===== src/rtl/led_receiver_defs.sv =====
// Shared types and constants for the LED stream receiver.
package led_receiver_defs;

  localparam int LED_WORD_BITS = 24;

  typedef logic [1:0] rx_state_t;
  localparam rx_state_t RX_SYNC = 2'd0;
  localparam rx_state_t RX_IDLE = 2'd1;
  localparam rx_state_t RX_HIGH = 2'd2;
  localparam rx_state_t RX_LOW  = 2'd3;

  typedef logic [1:0] rx_error_t;
  localparam rx_error_t ERR_OVERFLOW     = 2'd0;
  localparam rx_error_t ERR_SHORT_PULSE  = 2'd1;
  localparam rx_error_t ERR_STUCK_HIGH   = 2'd2;
  localparam rx_error_t ERR_PARTIAL_WORD = 2'd3;

endpackage


===== src/rtl/led_stream_receiver_line_sync.sv =====
// Synchronizer, optional glitch filter (LED_RECEIVER_GLITCH_FILTER_EN) and edge detector.
module led_line_sync (
  input  logic clk,
  input  logic rst,
  input  logic led_in,
  output logic line,
  output logic rise,
  output logic fall
);

  logic s1, s2, nxt;

  always_ff @(posedge clk) begin
    if (!rst) begin
      s1 <= 1'b0;
      s2 <= 1'b0;
    end else begin
      s1 <= led_in;
      s2 <= s1;
    end
  end

`ifdef LED_RECEIVER_GLITCH_FILTER_EN
  // Level only follows after three equal samples, so 1-2 cycle spikes vanish.
  logic s3, s4;

  always_ff @(posedge clk) begin
    if (!rst) begin
      s3 <= 1'b0;
      s4 <= 1'b0;
    end else begin
      s3 <= s2;
      s4 <= s3;
    end
  end

  assign nxt = ((s2 == s3) && (s3 == s4)) ? s2 : line;
`else
  assign nxt = s2;
`endif

  always_ff @(posedge clk) begin
    if (!rst) begin
      line <= 1'b0;
      rise <= 1'b0;
      fall <= 1'b0;
    end else begin
      line <= nxt;
      rise <= nxt & ~line;
      fall <= ~nxt & line;
    end
  end

endmodule


===== src/rtl/led_stream_receiver.sv =====
// Decodes the single-wire LED stream into 24-bit words, frame ends and protocol errors.
// Optional LED_RECEIVER_GLITCH_FILTER_EN enables the input glitch filter in led_line_sync.
module led_stream_receiver
  import led_receiver_defs::*;
#(
  parameter int BIT_THRESHOLD_CYCLES = 30,
  parameter int MIN_HIGH_CYCLES      = 8,
  parameter int MAX_HIGH_CYCLES      = 100,
  parameter int RESET_CYCLES         = 2500,
  parameter int MAX_LEDS             = 400
) (
  input  logic        clk,
  input  logic        rst,
  input  logic        led_in,
  output logic        word_valid,
  output logic [23:0] word_data,
  output logic [15:0] word_index,
  output logic        led_value,
  output logic        frame_done,
  output logic [15:0] frame_led_count,
  output logic        error,
  output logic [1:0]  error_code
);

  localparam logic [15:0] THR_C   = 16'(BIT_THRESHOLD_CYCLES);
  localparam logic [15:0] MINH_C  = 16'(MIN_HIGH_CYCLES);
  localparam logic [15:0] MAXH_C  = 16'(MAX_HIGH_CYCLES);
  localparam logic [15:0] RESET_C = 16'(RESET_CYCLES);
  localparam logic [15:0] LEDS_C  = 16'(MAX_LEDS);
  localparam logic [4:0]  LAST_BIT = 5'(LED_WORD_BITS - 1);

  logic line, rise, fall;

  led_line_sync u_line_sync (
    .clk    (clk),
    .rst    (rst),
    .led_in (led_in),
    .line   (line),
    .rise   (rise),
    .fall   (fall)
  );

  rx_state_t   state;
  logic [15:0] hi_cnt, lo_cnt, widx;
  logic [15:0] hi_inc, lo_inc;
  logic [4:0]  bit_cnt;
  logic [23:0] shreg, new_word;

  assign hi_inc   = (hi_cnt == 16'hFFFF) ? hi_cnt : hi_cnt + 16'd1;
  assign lo_inc   = (lo_cnt == 16'hFFFF) ? lo_cnt : lo_cnt + 16'd1;
  assign new_word = {shreg[22:0], (hi_cnt >= THR_C)};

  always_ff @(posedge clk) begin
    if (!rst) begin
      state           <= RX_SYNC;
      hi_cnt          <= '0;
      lo_cnt          <= '0;
      widx            <= '0;
      bit_cnt         <= '0;
      shreg           <= '0;
      word_valid      <= 1'b0;
      word_data       <= '0;
      word_index      <= '0;
      led_value       <= 1'b0;
      frame_done      <= 1'b0;
      frame_led_count <= '0;
      error           <= 1'b0;
      error_code      <= '0;
    end else begin
      word_valid <= 1'b0;
      frame_done <= 1'b0;
      error      <= 1'b0;
      case (state)
        RX_SYNC: begin
          if (line)                 lo_cnt <= '0;
          else if (lo_cnt >= RESET_C) state <= RX_IDLE;
          else                      lo_cnt <= lo_inc;
        end
        RX_IDLE: begin
          bit_cnt <= '0;
          widx    <= '0;
          if (rise) begin
            state  <= RX_HIGH;
            hi_cnt <= 16'd1;
          end
        end
        RX_HIGH: begin
          if (fall) begin
            if (hi_cnt < MINH_C) begin
              error      <= 1'b1;
              error_code <= ERR_SHORT_PULSE;
              lo_cnt     <= '0;
              state      <= RX_SYNC;
            end else begin
              shreg  <= new_word;
              lo_cnt <= 16'd1;
              state  <= RX_LOW;
              if (bit_cnt == LAST_BIT) begin
                bit_cnt <= '0;
                if (widx < LEDS_C) begin
                  word_valid <= 1'b1;
                  word_data  <= new_word;
                  word_index <= widx;
                  led_value  <= |new_word;
                  widx       <= widx + 16'd1;
                end else begin
                  error      <= 1'b1;
                  error_code <= ERR_OVERFLOW;
                end
              end else begin
                bit_cnt <= bit_cnt + 5'd1;
              end
            end
          end else begin
            hi_cnt <= hi_inc;
            if (hi_inc >= MAXH_C) begin
              error      <= 1'b1;
              error_code <= ERR_STUCK_HIGH;
              lo_cnt     <= '0;
              state      <= RX_SYNC;
            end
          end
        end
        default: begin // RX_LOW
          if (rise) begin
            state  <= RX_HIGH;
            hi_cnt <= 16'd1;
          end else if (lo_cnt >= RESET_C) begin
            frame_done      <= 1'b1;
            frame_led_count <= widx;
            state           <= RX_IDLE;
            if (bit_cnt != '0) begin
              error      <= 1'b1;
              error_code <= ERR_PARTIAL_WORD;
            end
          end else begin
            lo_cnt <= lo_inc;
          end
        end
      endcase
    end
  end

endmodule


===== config.mk =====
export PLATFORM = sky130hd
export DESIGN_NAME = led_stream_receiver
export DESIGN_NICKNAME = d
export VERILOG_FILES = /design/src/rtl/led_receiver_defs.sv /design/src/rtl/led_stream_receiver_line_sync.sv /design/src/rtl/led_stream_receiver.sv
export SDC_FILE = /design/constraint.sdc
export NUM_CORES = 1
export LEC_CHECK = 0
export CAP_MARGIN = 10
export CORE_MARGIN = 2
export CORE_UTILIZATION = 62
export DETAILED_ROUTE_END_ITERATION = 8
export DONT_BUFFER_PORTS = 1
export GPL_TIMING_DRIVEN = 0
export PLACE_DENSITY = 0.84
export SLEW_MARGIN = 0
export SYNTH_ARGS = -nofsm -noshare
export SYNTH_HDL_FRONTEND = slang
export SYNTH_SLANG_ARGS = --single-unit

===== constraint.sdc =====
create_clock -name clk -period 3.4 [get_ports clk]
set_clock_uncertainty 0.05 [all_clocks]
set_input_delay 0.51 -clock clk [delete_from_list [all_inputs] [get_ports clk]]
set_output_delay 0.51 -clock clk [all_outputs]
set_load 0.01 [all_outputs]

* Yosys cells after proc, flatten, opt, wreduce, memory -nomap -nowiden
Cells that the tools add are included.
** Storage, ports and cells
- Output and inout bits :: 62
- Bits of input ports :: 3
- Logic and storage cells :: 128
- Flip-flop bits (word level) :: 145
** Cells by class
- Muxes and demuxes :: 49
- Equal/unequal tests :: 17
- Reduce and logical (&&, ||, !) cells :: 20
- Bitwise logic cells :: 14
- Magnitude comparators :: 5
- $add $sub $neg :: 4
** Operator list (count)
- $mux 16 :: 13
- $pmux 16 s2 :: 2
- $add 16x1->16 const B :: 3
- $pmux 16 s3 :: 1
- $eq 16x16->1 const B :: 2
- $mux 2 :: 15
- $reduce_or 24->1 :: 1
- $reduce_and 3->1 :: 6
- $ge 16x12->1 const B :: 1
- $ge 16x5->1 const B :: 1
- $ge 16x7->1 const B :: 1
- $lt 16x4->1 const B :: 1
- $lt 16x9->1 const B :: 1
- $mux 5 :: 3
- $ne 2x2->1 const B :: 6
- $not 1->1 :: 12
- $mux 1 :: 11
- $pmux 5 s2 :: 1
- $reduce_and 5->1 :: 2
- $reduce_or 5->1 :: 2
- $ne 4x4->1 const B :: 2
- $reduce_bool 2->1 :: 4
- $reduce_and 7->1 :: 1
- $pmux 2 s3 :: 1
- 14 further kinds :: 16

* Logic depth before layout (Yosys ltp)
Gate-level depths: netlist of the first run.
- Word-level depth :: 6
- Gate-level depth with buffers :: 11
- Gate-level depth less buffers :: 8

* Hierarchy
From an unflattened synthesis of the first run, not the netlist that was laid out.
** Second synthesis, totals
- Cells, all modules :: 775
- Area, all modules :: 6392.4 µm²
** By module, submodules not included
- led_stream_receiver :: instances 1, cells an instance 765, sequential area each 2802.7 µm², area each 6252.2 µm²
- led_line_sync :: instances 1, cells an instance 10, sequential area each 100.1 µm², area each 140.1 µm²

* Least setup slack after synthesis of the first run
OpenSTA, ideal clock, no wires.
- Kind :: reg2reg
- Start :: reg hi_cnt[1]
- End :: reg lo_cnt[0]
- Slack :: 710 ps
- Path buffers :: 2
- Arrival time :: 2566 ps
- Library setup time :: 74 ps
- Period minus slack after synthesis :: 2690 ps
- Stages on the path, launching flop included :: 11
- Required time :: 3276 ps
- Cells stage by stage :: dfxtp_1 -> ha_1 -> nand3_1 -> a211oi_2 -> mux2i_1 -> nand4_1 -> nor4_2 -> buf_6 -> buf_2 -> o21ai_1 -> a31oi_1
** Between the ends
- Word-level cells in the longest chain between the ends :: 5
- Elaborated cells between the ends (all ways) :: 10
- Those cells by class :: add/sub: 1; order compare: 2; eq/ne: 2; mux: 4; reduce/logical: 1
** Ends and longest elaborated chain
- start, declared :: line led_stream_receiver.sv:44 : logic [15:0] hi_cnt, lo_cnt, widx;
- start signal, assigned :: line led_stream_receiver.sv:115 : hi_cnt <= hi_inc;
- $add 16x1->16 or $eq 16x16->1 (tied branches) :: line led_stream_receiver.sv:49 : assign hi_inc = (hi_cnt == 16'hFFFF) ? hi_cnt : hi_cnt + 16'd1;
- $mux 16 :: line led_stream_receiver.sv:49
- $ge 16x7->1 :: line led_stream_receiver.sv:116 : if (hi_inc >= MAXH_C) begin
- $ne 3x2->1 (no line)
- $reduce_and 3->1 (no line)
- end signal, assigned :: line led_stream_receiver.sv:77 : else lo_cnt <= lo_inc;
- end signal, assigned :: line led_stream_receiver.sv:137 : lo_cnt <= lo_inc;
- end, declared :: line led_stream_receiver.sv:44
Parallel ways exist; a longest one is shown, timed or not.
A chain may end at the register's enable or synchronous reset.

* Final worst setup path of the first run
Ends and elaborated chain as after synthesis.

==> results of run 1 <==
[cell type report]
type	count	area, sq um	share of cell area
buffer	47	203	0.0295
clock buffer	18	428	0.0623
clock inverter	14	129	0.0188
inverter	21	78.8	0.0115
multi-input combinational	544	2960	0.431
sequential	145	2900	0.423
tap	133	166	0.0242
[worst reg2reg max path: stages (launching register included)]
cell and delay [ns]:
dfxtp_1 0.46, ha_1 0.33, nand3_2 0.24, a211oi_4 0.38
mux2i_1 0.24, nand4_1 0.26, nor4_4 0.46, buf_6 0.19
buf_2 0.22, o21ai_1 0.10, a31oi_1 0.18
[registers in the layout (all words and copies together), names as in the netlist, 2 cells and up]
signal           cells
word_data           24
shreg               23
frame_led_count     16
hi_cnt              16
lo_cnt              16
widx                16
word_index          16
bit_cnt              5
error_code           2
state                2
[cell usage in the layout, fill, tap and decap left out, types with 4 or more instances in the layout]
cell type	instances
a211oi_1	6
a21oi_1	103
a311oi_1	4
a31oi_1	8
and2_1	11
and3_1	18
buf_2	7
clkbuf_1	34
clkbuf_16	16
clkinvlp_4	4
dfxtp_1	145
ha_1	7
inv_1	21
nand2_1	168
nand2b_1	4
nand3_1	22
nand4_1	13
nor2_1	49
nor3_1	18
nor4_1	9
o21ai_0	14
o21ai_1	7
o31ai_1	7
or3_1	4
or4_1	7
xnor2_1	7
xor2_1	6
[power by group]
part | total (uW) | switching (uW) | internal, uW | leakage [uW]
Sequential | 1710 | 5.48 | 1700 | 0.00117
Clock | 1740 | 793 | 942 | 0.000263
Combinational | 51.9 | 40.0 | 11.9 | 0.00102
[routing by layer]
layer  vias to the layer above  routed length [microns]  global-route usage
met5                         -                        0                   0
met4                         0                      375               0.123
met3                        43                     1210              0.0665
met2                       272                     7520               0.480
met1                      2642                     6540               0.376
li1                       2681                        -                   -
[logic make-up (layout without fill, tap and decap cells)]
kind of cell / count (synthesis) / in the layout / synth area share
mux: 3 / 3 / 0.00511
compound gates: 174 / 174 / 0.168
flops: 145 / 145 / 0.474
fa+ha+maj: 7 / 7 / 0.0143
simple gates: 347 / 347 / 0.274
xor+xnor: 13 / 13 / 0.0186
buf+inv: 68 / 100 / 0.0458
[metrics by stage]
stage                util  setup slack, ns  cell area [sq um]
detailed placement  0.650           0.0776               6290
floorplan               -            0.710               6120
finish              0.709            0.219               6870
global placement    0.650            0.151               6290
CTS                 0.707           0.0588               6850
global route        0.709          0.00429               6870
[path summary, 6_finish.rpt]
check	startpoint	to	depth (start not counted)
worst max-delay path	hi_cnt[1]	lo_cnt[0]	10
worst min-delay path	led_in	u_line_sync.s1	1
worst max register to register	hi_cnt[1]	lo_cnt[0]	10
worst min register to register	u_line_sync.nxt	u_line_sync.fall	1
[timing repair]
| action | CTS | global route |
|---|---|---|
| resized for setup | 0 | 5 |
| buffers inserted | 0 | 0 |
| setup endpoints to repair | 0 | 14 |
==> metrics.csv, run 1 <==
metric,value,unit
crit_family,simple AND/OR/NAND/NOR gates,
timing.final.hold_violations,0,
cp_max_fo,10,
ioPinCount,65,
ir_drop,0.000366,V
numPortBuffers,0,
category_of_the_most_critical_setup_path,register to register,
instances_no_fill,922,
synth.yosys.seq_area_share,0.474,
finalWorstPathRequiredPeriod,3.18,ns
total_power_density_per_cell_area,509,nW/um^2
holdWs,0.0634,ns
yosysTopAreaCellShare,0.474,
fill_cells,716,
setup_tns,0,ns
synth.yosys.warnings,0,
setup_viol,0,
critical_path_arrival,3.58,ns
rsz_0062_raised_after_global_routing,no,
synth.lib_cells_used.distinct,65,
synth_enable_flop_cells,0,
worst_path_largest_cell_delay,0.46,ns
post_synth_inst_count,757,
cts_inserted_buffers,17,
via_count,5638,
fmax,0.314,GHz
ys_ff_latch,145,
max-cap-violations,0,
finalPower,3500,uW
synthToLayoutAreaGrowth,12.2,%
worst_setup_path_end_kind,register,
postRouteAntennaNets,0,
cts-htree-levels,4,
min_period_over_period,0.936,
r2r_slack,0.22,ns
dp.final_hpwl,10800,microns
grt_antenna_before_repair,0,
cts_tree,built,
first_pass_grt_wire_length,24400,microns
floorplan.core_area,9680,sq um
cts.hold.buffers_added,0,
die_h,103,microns
finalWirelength,15600,microns
detail_route.first_pass.iterations,5,
run_status,"finished, final reports clean",
critical_path_buf_inv_count,2,
post_synth.cell_area_avg,8.09,sq um
start_kind,register,
cts_num_sinks,145,
critical_path_required,3.80,ns
share_of_async_settable_or_async_resettable_flops_after_synthesis,0,
first_iter_violations,424,
cp_cell_sequence,"ha_1, nand3_2, a211oi_4, mux2i_1, nand4_1, nor4_4, buf_6, buf_2, o21ai_1, a31oi_1",
drc,0,
final_nets,786,
worst-slew-pin-transition,0.684,ns
via_per_inst,6.11,
dpl.cell_count,890,
yosysTopAreaCell,dfxtp_1,
drt-wirelength-per-cell,17.0,microns
drive_above_1_share,0.0748,
synth_common_cells,"168 x nand2_1, 145 x dfxtp_1, 103 x a21oi_1, 49 x nor2_1, 35 x clkbuf_1",
antenna_cells,0,
die-width,103,microns
die_outline_area,10700,sq um
hold_path_class,primary input to register,
leakagePower,0.00246,uW
via_count_of_the_first_global_routing_pass,5049,
maxSlewHeadroom,0.540,
synthMostInstantiatedCell,nand2_1,
synth_flop_cell,dfxtp_1,
rows,36,
post_synth_main_area_contributors,"dfxtp_1 47%, nand2_1 10%, a21oi_1 8.4%",
clkTransAtPathRegs,0.06,ns
insertion_delay,0.53,ns
start_util,0.632,
grt_max_degree,17,
clock-root-buffer,clkbuf_8,
globalRouteOverflowTotal,0,
grt_usage,0.294,
cts.path.max_buffers,2,
synthesized_area,6120,sq um
place.gp.congestion,0.924,
slowest_stage,dfxtp_1,
maxSlewViolCount,0,
mappedNetlistNets,767,
No activity file was read; power rests on OpenSTA's default activity.
==> run 2, diff against run 1 <==
--- a/config.mk
+++ b/config.mk
@@ -7,11 +7,11 @@
 export LEC_CHECK = 0
 export CAP_MARGIN = 10
 export CORE_MARGIN = 2
-export CORE_UTILIZATION = 62
+export CORE_UTILIZATION = 41
 export DETAILED_ROUTE_END_ITERATION = 8
 export DONT_BUFFER_PORTS = 1
 export GPL_TIMING_DRIVEN = 0
-export PLACE_DENSITY = 0.84
+export PLACE_DENSITY = 0.61
 export SLEW_MARGIN = 0
 export SYNTH_ARGS = -nofsm -noshare
 export SYNTH_HDL_FRONTEND = slang
==> run 2 against run 1 <==
Compared with the run above: sequential cell count stayed put; critical endpoint unchanged; global-route usage is 10 points lower; die area is 49% higher; power is 4.3% higher; register-to-register slack better by 0.08 ns; non-clock buffer count is 1 higher; critical path type unchanged; largest cell class unchanged; core utilization is 23 points lower; sequential power hardly changed.
==> metrics.csv, run 2 (synthesized netlist as in run 1, its figures left out) <==
metric,value,unit
run_status,"finished, final reports clean",
hold_path_class,primary input to register,
cts_num_sinks,145,
rsz_0062_raised_after_global_routing,no,
maxSlewHeadroom,0.527,
timing.final.hold_violations,0,
cts-htree-levels,4,
drive_above_1_share,0.0785,
place.gp.congestion,0.927,
dp.final_hpwl,11100,microns
max-cap-violations,0,
worstSetupEndpoint,lo_cnt[0],
grt_max_degree,17,
die_h,126,microns
placed_cell_area,6350,sq um
drc,0,
rows,44,
numPortBuffers,0,
largestRegisters,"word_data x24, shreg x23",
fmax,0.322,GHz
total_power_density_per_cell_area,521,nW/um^2
category_of_the_most_critical_setup_path,register to register,
insertion_delay,0.42,ns
cts.hold.buffers_added,0,
min_period_over_period,0.913,
clock-root-buffer,clkbuf_16,
cts_inserted_buffers,17,
r2r_end,lo_cnt[0],
worst_path_largest_cell_delay,0.46,ns
slowest_stage,dfxtp_1,
r2r_slack,0.29,ns
cts.path.max_buffers,2,
clkTransAtPathRegs,0.06,ns
final_cell_mix,"168 x nand2_1, 145 x dfxtp_1, 103 x a21oi_1",
via_count,5351,
setup.worst_path.start,hi_cnt[1],
critical_path_arrival,3.40,ns
start_kind,register,
floorplan.core_area,14600,sq um
ioPinCount,65,
final_nets,787,
die-width,126,microns
worst_setup_path_end_kind,register,
drt-wirelength-per-cell,15.8,microns
die_outline_area,15900,sq um
dpl.cell_count,941,
cp_cell_sequence,"ha_2, nand3_2, a211oi_4, mux2i_1, nand4_1, nor4_4, buf_6, buf_2, o21ai_1, a31oi_1",
max_reg_flops,24,
worst-slew-pin-transition,0.710,ns
cp_max_fo,10,
finalWirelength,15400,microns
finalWorstPathRequiredPeriod,3.11,ns
antenna_cells,0,
cts_tree,built,
fill_cells,1423,
detail_route.first_pass.iterations,5,
postRouteAntennaNets,0,
final_cell_area,6990,sq um
grt_usage,0.195,
maxSlewViolCount,0,
first_iter_violations,264,
ir_drop,0.000346,V
instances_no_fill,974,
start_util,0.420,
globalRouteOverflowTotal,0,
worst-r2r-cell-count,10,
synthToLayoutAreaGrowth,14.1,%
layout.cells.most_common,nand2_1,
registers.top_by_ff_count,word_data,
first_pass_grt_wire_length,25200,microns
setup_viol,0,
critical_path_required,3.69,ns
via_count_of_the_first_global_routing_pass,5125,
grt_antenna_before_repair,0,
leakagePower,0.00249,uW
worstReg2RegStart,hi_cnt[1],
via_per_inst,5.49,
==> run 2: changes by cell type in the layout (fill, tap and decap cells not counted), moves of 2 or more <==
cell / before / now
clkbuf_8: 2 / 0
clkinvlp_4: 4 / 2
bufinv_16: 0 / 2
inv_6: 2 / 4
==> run 2: area by class of cell <==
type / count / area [sq um] / area share
inverter: 21 / 78.8 / 0.0113
multi-input combinational: 544 / 2970 / 0.425
timing repair buffer: 1 / 7.51 / 0.00107
clock inverter: 15 / 171 / 0.0245
sequential: 145 / 2900 / 0.415
clock buffer: 17 / 425 / 0.0609
tap: 184 / 230 / 0.0329
buffer: 47 / 203 / 0.0290
==> run 2: metal layers <==
layer | track usage | part of all wire | up-vias
met5 | 0 | 0 | -
met4 | 0.0627 | 0.017 | 0
met3 | 0.0552 | 0.062 | 24
met2 | 0.311 | 0.46 | 122
met1 | 0.255 | 0.47 | 2513
li1 | - | - | 2692
==> run 2: power breakdown <==
part	internal, uW	switching, uW	total, uW	leakage (uW)
Combinational	11.7	40.8	52.5	0.00103
Clock	1100	781	1880	0.000290
Sequential	1700	5.42	1710	0.00117
Total	2820	827	3650	0.00249
==> run 2: how the worst min path moves through the flow <==
stage | cells after the start | slack, ns | start | end
finish | 1 | 0.17 | led_in | u_line_sync.s1
global route | 1 | 0.15 | led_in | u_line_sync.s1
CTS | 1 | 0.16 | led_in | u_line_sync.s1
detailed placement | 1 | 0.35 | u_line_sync.nxt | u_line_sync.fall
global placement | 1 | 0.35 | u_line_sync.nxt | u_line_sync.fall
floorplan | 1 | 0.33 | u_line_sync.nxt | u_line_sync.fall
==> run 2: what timing repair did <==
action / 4_1_cts / 5_1_grt
pin swaps: 0 / 1
buffers inserted: 0 / 1
gates resized for setup: 1 / 6
hold endpoints to repair: 0 / 0
endpoints found under the setup margin: 9 / 16
==> run 2: critical path, delay by kind of cell, from the launching register on <==
| kind | cells | cell delay [ns] |
|---|---|---|
| AOI/OAI and AO/OA | 3 | 0.64 |
| adders and majority gates | 1 | 0.30 |
| buffers and inverters | 2 | 0.42 |
| DFF | 1 | 0.46 |
| muxes | 1 | 0.29 |
| and+or+nand+nor | 3 | 0.86 |
==> run 2: per-stage QoR <==
stage / worst slack (ns) / utilization / power [uW] / hold WS (ns) / setup TNS, ns
floorplan: 0.710 / - / 1780 / 0.334 / 0
global placement: 0.0538 / 0.436 / 1800 / 0.346 / 0
detailed placement: -0.0577 / 0.436 / 1800 / 0.351 / -0.122
CTS: 0.0528 / 0.477 / 3680 / 0.157 / 0
global route: 0.0450 / 0.479 / 3760 / 0.153 / 0
finish: 0.295 / 0.479 / 3650 / 0.168 / 0
==> run 3, diff against run 2 <==
--- a/config.mk
+++ b/config.mk
@@ -12,7 +12,6 @@
 export DONT_BUFFER_PORTS = 1
 export GPL_TIMING_DRIVEN = 0
 export PLACE_DENSITY = 0.61
-export SLEW_MARGIN = 0
 export SYNTH_ARGS = -nofsm -noshare
 export SYNTH_HDL_FRONTEND = slang
 export SYNTH_SLANG_ARGS = --single-unit
==> results of run 3 <==
The final DEF is identical to that of run 2; final timing and power are the same.
